--- src/rtl/bank_stream_reader_if.sv ---
// Command, bank and stream signals of bank_stream_reader.
// Optional BANK_READER_STRIDE_EN adds the stride command field.
interface bank_stream_reader_if #(
  parameter int unsigned DATA_W = 32,
  parameter int unsigned ADDR_W = 10
);
  logic              start;
  logic [ADDR_W-1:0] base_addr;
  logic [ADDR_W:0]   len;
`ifdef BANK_READER_STRIDE_EN
  logic [ADDR_W-1:0] stride;
`endif
  logic              busy;
  logic              done;
  logic              mem_we;
  logic [ADDR_W-1:0] mem_addr;
  logic [DATA_W-1:0] mem_rdata;
  logic              m_valid;
  logic              m_ready;
  logic [DATA_W-1:0] m_data;
  logic              m_last;

`ifdef BANK_READER_STRIDE_EN
  // Reader side
  modport master (
    input  start, base_addr, len, stride, mem_rdata, m_ready,
    output busy, done, mem_we, mem_addr, m_valid, m_data, m_last
  );
  // Environment side (commander, bank, consumer)
  modport slave (
    output start, base_addr, len, stride, mem_rdata, m_ready,
    input  busy, done, mem_we, mem_addr, m_valid, m_data, m_last
  );
`else
  // Reader side
  modport master (
    input  start, base_addr, len, mem_rdata, m_ready,
    output busy, done, mem_we, mem_addr, m_valid, m_data, m_last
  );
  // Environment side (commander, bank, consumer)
  modport slave (
    output start, base_addr, len, mem_rdata, m_ready,
    input  busy, done, mem_we, mem_addr, m_valid, m_data, m_last
  );
`endif
endinterface

--- src/rtl/bank_stream_reader.sv ---
// Read-side initiator for a single-port bank with 1-cycle registered read.
// Walks len words from base_addr, absorbs read latency in a 2-entry skid
// buffer and streams words out on valid/ready at full throughput.
// Optional BANK_READER_STRIDE_EN: per-command address stride (default 1).
module bank_stream_reader #(
  parameter int unsigned DATA_W = 32,
  parameter int unsigned ADDR_W = 10
) (
  input  logic                  clk,
  input  logic                  rst_n,
  bank_stream_reader_if.master  bus
);

  localparam int unsigned CNT_W = ADDR_W + 1;

  typedef enum logic [1:0] {
    S_IDLE  = 2'd0,
    S_RUN   = 2'd1,
    S_DRAIN = 2'd2,
    S_DONE  = 2'd3
  } state_t;

  state_t            state_q, state_d;
  logic [ADDR_W-1:0] addr_q, addr_d;
  logic [ADDR_W-1:0] stride_c;
  logic [CNT_W-1:0]  len_q, len_d;
  logic [CNT_W-1:0]  issued_q, issued_d;
  logic              inflight_q, inflight_d;
  logic              infl_last_q, infl_last_d;
  logic              busy_q, busy_d;
  logic              done_q, done_d;

  // Skid buffer: slot 0 is always the head; slot 1 only valid if slot 0 is
  logic              v0_q, v0_d, v1_q, v1_d;
  logic              l0_q, l0_d, l1_q, l1_d;
  logic [DATA_W-1:0] d0_q, d0_d, d1_q, d1_d;

  logic              pop_c;
  logic              issue_c;
  logic              final_c;
  logic [1:0]        occ_c;

`ifdef BANK_READER_STRIDE_EN
  logic [ADDR_W-1:0] stride_q, stride_d;
  assign stride_c = stride_q;
`else
  assign stride_c = ADDR_W'(1);
`endif

  // Buffer occupancy plus in-flight read bounds how far issue may run ahead
  assign occ_c = 2'(v0_q) + 2'(v1_q) + 2'(inflight_q);

  // Skid buffer next state: pop shifts slot 1 forward, push fills first free slot
  always_comb begin
    v0_d  = v0_q;
    v1_d  = v1_q;
    l0_d  = l0_q;
    l1_d  = l1_q;
    d0_d  = d0_q;
    d1_d  = d1_q;
    pop_c = v0_q & bus.m_ready;
    if (pop_c) begin
      v0_d = v1_q;
      d0_d = d1_q;
      l0_d = l1_q & v1_q;
      v1_d = 1'b0;
      l1_d = 1'b0;
    end
    if (inflight_q) begin
      if (!v0_d) begin
        v0_d = 1'b1;
        d0_d = bus.mem_rdata;
        l0_d = infl_last_q;
      end else begin
        v1_d = 1'b1;
        d1_d = bus.mem_rdata;
        l1_d = infl_last_q;
      end
    end
  end

  // Command FSM: next state, address walk and issue decision
  always_comb begin
    state_d     = state_q;
    addr_d      = addr_q;
    len_d       = len_q;
    issued_d    = issued_q;
    issue_c     = 1'b0;
    final_c     = 1'b0;
`ifdef BANK_READER_STRIDE_EN
    stride_d    = stride_q;
`endif
    case (state_q)
      S_IDLE: begin
        if (bus.start) begin
          addr_d   = bus.base_addr;
          len_d    = bus.len;
          issued_d = '0;
`ifdef BANK_READER_STRIDE_EN
          stride_d = bus.stride;
`endif
          state_d  = (bus.len == '0) ? S_DONE : S_RUN;
        end
      end
      S_RUN: begin
        issue_c = (occ_c < 2'd2) | pop_c;
        if (issue_c) begin
          issued_d = issued_q + CNT_W'(1);
          final_c  = (issued_d == len_q);
          if (final_c) begin
            state_d = S_DRAIN;
          end else begin
            addr_d = addr_q + stride_c;
          end
        end
      end
      S_DRAIN: begin
        // Finish in the cycle after the last word leaves the buffer
        if (!v0_d && !v1_d) begin
          state_d = S_DONE;
        end
      end
      S_DONE: begin
        state_d = S_IDLE;
      end
      default: begin
        state_d = S_IDLE;
      end
    endcase
    inflight_d  = issue_c;
    infl_last_d = issue_c & final_c;
    busy_d      = (state_d != S_IDLE);
    done_d      = (state_d == S_DONE);
  end

  // State and datapath registers with synchronous active-low reset
  always_ff @(posedge clk) begin
    if (!rst_n) begin
      state_q     <= S_IDLE;
      addr_q      <= '0;
      len_q       <= '0;
      issued_q    <= '0;
      inflight_q  <= 1'b0;
      infl_last_q <= 1'b0;
      busy_q      <= 1'b0;
      done_q      <= 1'b0;
      v0_q        <= 1'b0;
      v1_q        <= 1'b0;
      l0_q        <= 1'b0;
      l1_q        <= 1'b0;
      d0_q        <= '0;
      d1_q        <= '0;
`ifdef BANK_READER_STRIDE_EN
      stride_q    <= '0;
`endif
    end else begin
      state_q     <= state_d;
      addr_q      <= addr_d;
      len_q       <= len_d;
      issued_q    <= issued_d;
      inflight_q  <= inflight_d;
      infl_last_q <= infl_last_d;
      busy_q      <= busy_d;
      done_q      <= done_d;
      v0_q        <= v0_d;
      v1_q        <= v1_d;
      l0_q        <= l0_d;
      l1_q        <= l1_d;
      d0_q        <= d0_d;
      d1_q        <= d1_d;
`ifdef BANK_READER_STRIDE_EN
      stride_q    <= stride_d;
`endif
    end
  end

  assign bus.mem_we   = 1'b0;
  assign bus.mem_addr = addr_q;
  assign bus.busy     = busy_q;
  assign bus.done     = done_q;
  assign bus.m_valid  = v0_q;
  assign bus.m_data   = d0_q;
  assign bus.m_last   = l0_q;

endmodule
--- src/flat_wrapper.sv ---
// flat-port wrapper written by rule: the top's interface ports become plain ports
module bank_stream_reader_flat 
#(
  parameter int unsigned DATA_W = 32,
  parameter int unsigned ADDR_W = 10
)
  (clk, rst_n, bus_start, bus_base_addr, bus_len, bus_mem_rdata, bus_m_ready, bus_busy, bus_done, bus_mem_we, bus_mem_addr, bus_m_valid, bus_m_data, bus_m_last);
  bank_stream_reader_if #(.DATA_W(DATA_W), .ADDR_W(ADDR_W)) bus_i ();
  input  logic clk;
  input  logic rst_n;
  input wire logic [$bits(bus_i.start)-1:0] bus_start;
  input wire logic [$bits(bus_i.base_addr)-1:0] bus_base_addr;
  input wire logic [$bits(bus_i.len)-1:0] bus_len;
  input wire logic [$bits(bus_i.mem_rdata)-1:0] bus_mem_rdata;
  input wire logic [$bits(bus_i.m_ready)-1:0] bus_m_ready;
  output wire logic [$bits(bus_i.busy)-1:0] bus_busy;
  output wire logic [$bits(bus_i.done)-1:0] bus_done;
  output wire logic [$bits(bus_i.mem_we)-1:0] bus_mem_we;
  output wire logic [$bits(bus_i.mem_addr)-1:0] bus_mem_addr;
  output wire logic [$bits(bus_i.m_valid)-1:0] bus_m_valid;
  output wire logic [$bits(bus_i.m_data)-1:0] bus_m_data;
  output wire logic [$bits(bus_i.m_last)-1:0] bus_m_last;
  assign bus_i.start = bus_start;
  assign bus_i.base_addr = bus_base_addr;
  assign bus_i.len = bus_len;
  assign bus_i.mem_rdata = bus_mem_rdata;
  assign bus_i.m_ready = bus_m_ready;
  assign bus_busy = bus_i.busy;
  assign bus_done = bus_i.done;
  assign bus_mem_we = bus_i.mem_we;
  assign bus_mem_addr = bus_i.mem_addr;
  assign bus_m_valid = bus_i.m_valid;
  assign bus_m_data = bus_i.m_data;
  assign bus_m_last = bus_i.m_last;
  bank_stream_reader #(.DATA_W(DATA_W), .ADDR_W(ADDR_W)) u_core (.clk(clk), .rst_n(rst_n), .bus(bus_i));
endmodule
--- config.mk ---
export PLATFORM = sky130hd
export DESIGN_NAME = bank_stream_reader_flat
export DESIGN_NICKNAME = d
export VERILOG_FILES = /design/src/rtl/bank_stream_reader_if.sv /design/src/rtl/bank_stream_reader.sv /design/src/flat_wrapper.sv
export SDC_FILE = /design/constraint.sdc
export NUM_CORES = 1
export LEC_CHECK = 0
export ABC_AREA = 1
export CAP_MARGIN = 20
export CORE_MARGIN = 3
export CORE_UTILIZATION = 51
export DETAILED_ROUTE_END_ITERATION = 7
export GPL_ROUTABILITY_DRIVEN = 0
export PLACE_DENSITY_LB_ADDON = 0.1
export SETUP_SLACK_MARGIN = 0.15
export SLEW_MARGIN = 20
export SYNTH_ARGS = -nofsm -noshare
export SYNTH_HDL_FRONTEND = slang
export SYNTH_SLANG_ARGS = --single-unit
--- constraint.sdc ---
create_clock -name clk -period 2.1 [get_ports clk]
set_input_delay 0.42 -clock clk [delete_from_list [all_inputs] [get_ports clk]]
set_output_delay 0.42 -clock clk [all_outputs]
set_load 0.1 [all_outputs]
==> impl_metrics.env <==
export IMPL_synth_top_flop_cell="dfxtp_1"
export IMPL_drtIter0Drc=230
export IMPL_final_layout_size_suffix_gt1_frac=0.2174
export IMPL_combPwrFrac=0.245
export IMPL_period_minus_slack_ns=2.042
export IMPL_setup_violations=0
export IMPL_fin_setup_tns_ns=0
export IMPL_grt_start_max_net_pins=56
export IMPL_maxCapViolations=0
export IMPL_critPathCaptureType="flip-flop"
export IMPL_place_ws_ns=-0.01331
export IMPL_grt_pass1_wl_um=22710
export IMPL_synth_edf_count=0
export IMPL_max_freq_mhz=489.8
export IMPL_synth_cell_area_um2=4965
export IMPL_required_ns=2.40
export IMPL_p_leak_nw=2.511
export IMPL_status="finished clean"
export IMPL_ir_worst_vdd_uv=418.3
export IMPL_rsz0062_at_grt="yes"
export IMPL_final_cells=934
export IMPL_crit_type="reg -> reg"
export IMPL_ctsHoldBuffers=0
export IMPL_area_growth_pct=32.81
export IMPL_synth_seq_area_share=0.4274
export IMPL_drtPass1Iterations=5
export IMPL_num_fill_cells=774
export IMPL_multiInputGateArea_um2=2676
export IMPL_post_drt_wl_per_cell_um=14.77
export IMPL_hpwl_um=9461
export IMPL_numCtsBuffers=9
export IMPL_yosysMostFrequentCell="nand2_1"
export IMPL_die_y_um=104.7
export IMPL_report_final_slew_viol_count=0
export IMPL_n_antenna_cell=0
export IMPL_dieWidth_um=104.7
export IMPL_cts_root_buf="clkbuf_8"
export IMPL_vias=5149
export IMPL_worstPathMaxFanout=5
export IMPL_grt_total_usage=0.2460
export IMPL_synth_area_top_cells="dfxtp_1 43%, nand2_1 11%, nand3_1 10%"
export IMPL_cts_tree="built"
export IMPL_final_setup_worst_slack_ns=0.05849
export IMPL_clk_pin_slew_ns=0.11
export IMPL_clockBufferDepth=2
export IMPL_io_buffers=102
export IMPL_synth_seq_cells=106
export IMPL_nNetsFinal=861
export IMPL_min_path_type="reg -> reg"
export IMPL_regArea_um2=2148
export IMPL_cp_data_arrival_time_ns=2.35
export IMPL_dp_cells=904
export IMPL_grt_pass1_vias=4922
export IMPL_min_period_over_period=0.9721
export IMPL_synth_commonest_cells="144 x nand2_1, 106 x dfxtp_1, 102 x nand3_1, 67 x o21ai_0, 57 x a21oi_1"
export IMPL_pwr_share_seq=0.489
export IMPL_ant_nets=0
export IMPL_io_pins=104
export IMPL_grt_overflow_total=0
export IMPL_drc=0
export IMPL_ys_warnings_count=0
export IMPL_hold_ws_ns=0.4553
export IMPL_netlist_area_leader_share=0.4274
export IMPL_initial_core_util=0.5298
export IMPL_yosysTopAreaCell="dfxtp_1"
export IMPL_hold_viol=0
export IMPL_cts_sinks=106
export IMPL_finalWirelength_um=13790
export IMPL_p_int_w=0.002865
export IMPL_clk_latency_ns=0.37
export IMPL_switching_share=0.3502
export IMPL_core_um2=9371
export IMPL_clkPwrFrac=0.266
export IMPL_start_kind="flip-flop"
export IMPL_synth_area_per_cell_um2=7.175
export IMPL_syn_nets=752
export IMPL_yosys_cell_types_count=41
export IMPL_antenna_found_initial=0
export IMPL_p_sw_w=0.001544
export IMPL_fin_skew_ns=0.01343
export IMPL_via_per_inst=5.513
export IMPL_netlist_instances=692
export IMPL_core_rowCount=35
export IMPL_fp_dieArea_um2=10950
export IMPL_cts_max_level=3
export IMPL_power_density_nw_per_um2=668.6
export IMPL_async_flop_share=0
==> worst max-delay path: stages (launching register included) <==
cell	delay (ns)
dfxtp_2	0.37
buf_6	0.12
nand2_4	0.05
nor2_4	0.16
buf_4	0.16
nand3_1	0.11
nand3_2	0.13
nand3_2	0.10
a21oi_2	0.18
nand4_4	0.21
nand2_4	0.16
nand2_1	0.10
a21oi_2	0.14
==> per-stage QoR <==
stage / total power (W) / instance area, µm² / util
detailed placement: 0.003217 / 6090 / 0.6498
floorplan: 0.002892 / 4984 / -
global placement: 0.003201 / 6090 / 0.6498
global route: 0.004598 / 6594 / 0.7036
CTS: 0.004388 / 6422 / 0.6853
finish: 0.004409 / 6594 / 0.7036
==> cell usage in the layout (no fill, tap or decap), types with 4 or more instances in the layout <==
cell,count
nand3_1,85
dfxtp_1,95
nand2_2,12
a21oi_1,50
nand4_1,4
o21ai_0,66
nand2_1,138
buf_4,75
inv_2,6
buf_12,4
dfxtp_2,6
dfxtp_4,5
nor2_1,36
clkbuf_8,9
inv_1,44
nor2_4,5
a21oi_2,8
clkdlybuf4s50_1,56
a31oi_1,29
nand3_2,21
nand2_4,5
==> sequential cells by signal, indices dropped and copies added (netlist names), 2 cells and up <==
register,count
u_core.bus.mem_addr,10
u_core.d1_q,32
u_core.len_q,11
u_core.issued_q,11
u_core.bus.m_data,32
u_core.state_q,2
==> worst paths after layout <==
check	start	to	slack (ns)	cells past startpoint
setup / recovery	u_core.issued_q[0]	u_core.bus.mem_addr[4]	0.06	12
hold / removal	u_core.d1_q[20]	u_core.d1_q[20]	0.46	2
setup reg to reg	u_core.issued_q[0]	u_core.bus.mem_addr[4]	0.06	12
hold reg to reg	u_core.d1_q[20]	u_core.d1_q[20]	0.46	2
==> timing repair <==
| action | CTS | global route |
|---|---|---|
| endpoints found under the setup margin | 13 | 21 |
| pin swaps | 7 | 19 |
| cloned | 0 | 1 |
| gates resized for setup | 19 | 31 |
| setup buffers | 9 | 5 |
==> layer usage <==
layer,vias up,share of wire,GRT usage
met2,169,0.50,0.4299
met1,2385,0.42,0.3017
met5,-,0,0
met3,31,0.053,0.04509
met4,0,0.023,0.09091
li1,2564,-,-
==> power groups by stage <==
stage	clock, W	combinational (W)	sequential [W]
3_3_place_gp	0	0.00101	0.00219
2_1_floorplan	0	0.000312	0.00258
6_report	0.00117	0.00108	0.00215
5_1_grt	0.00129	0.00114	0.00217
3_5_place_dp	0	0.00102	0.00220
4_1_cts	0.00119	0.00105	0.00215
==> cell families after synthesis <==
family          count (synthesis)  synth area share
fa+ha+maj                       3          0.007561
other cells                     1         0.0007553
buf+inv                        92           0.07208
flops                         106            0.4274
compound gates                165            0.1812
simple gates                  320            0.3022
xor+xnor                        5          0.008822
==> final cells by class <==
cell class	count	share of cell area
well taps	129	0.02448
clock inverters	6	0.008349
multi-input cells	495	0.4059
inverters	51	0.02903
flip-flops and latches	106	0.3258
clock buffers	9	0.01879
repair buffers	138	0.1877
Note: power is estimated with default switching activity, not from simulation.
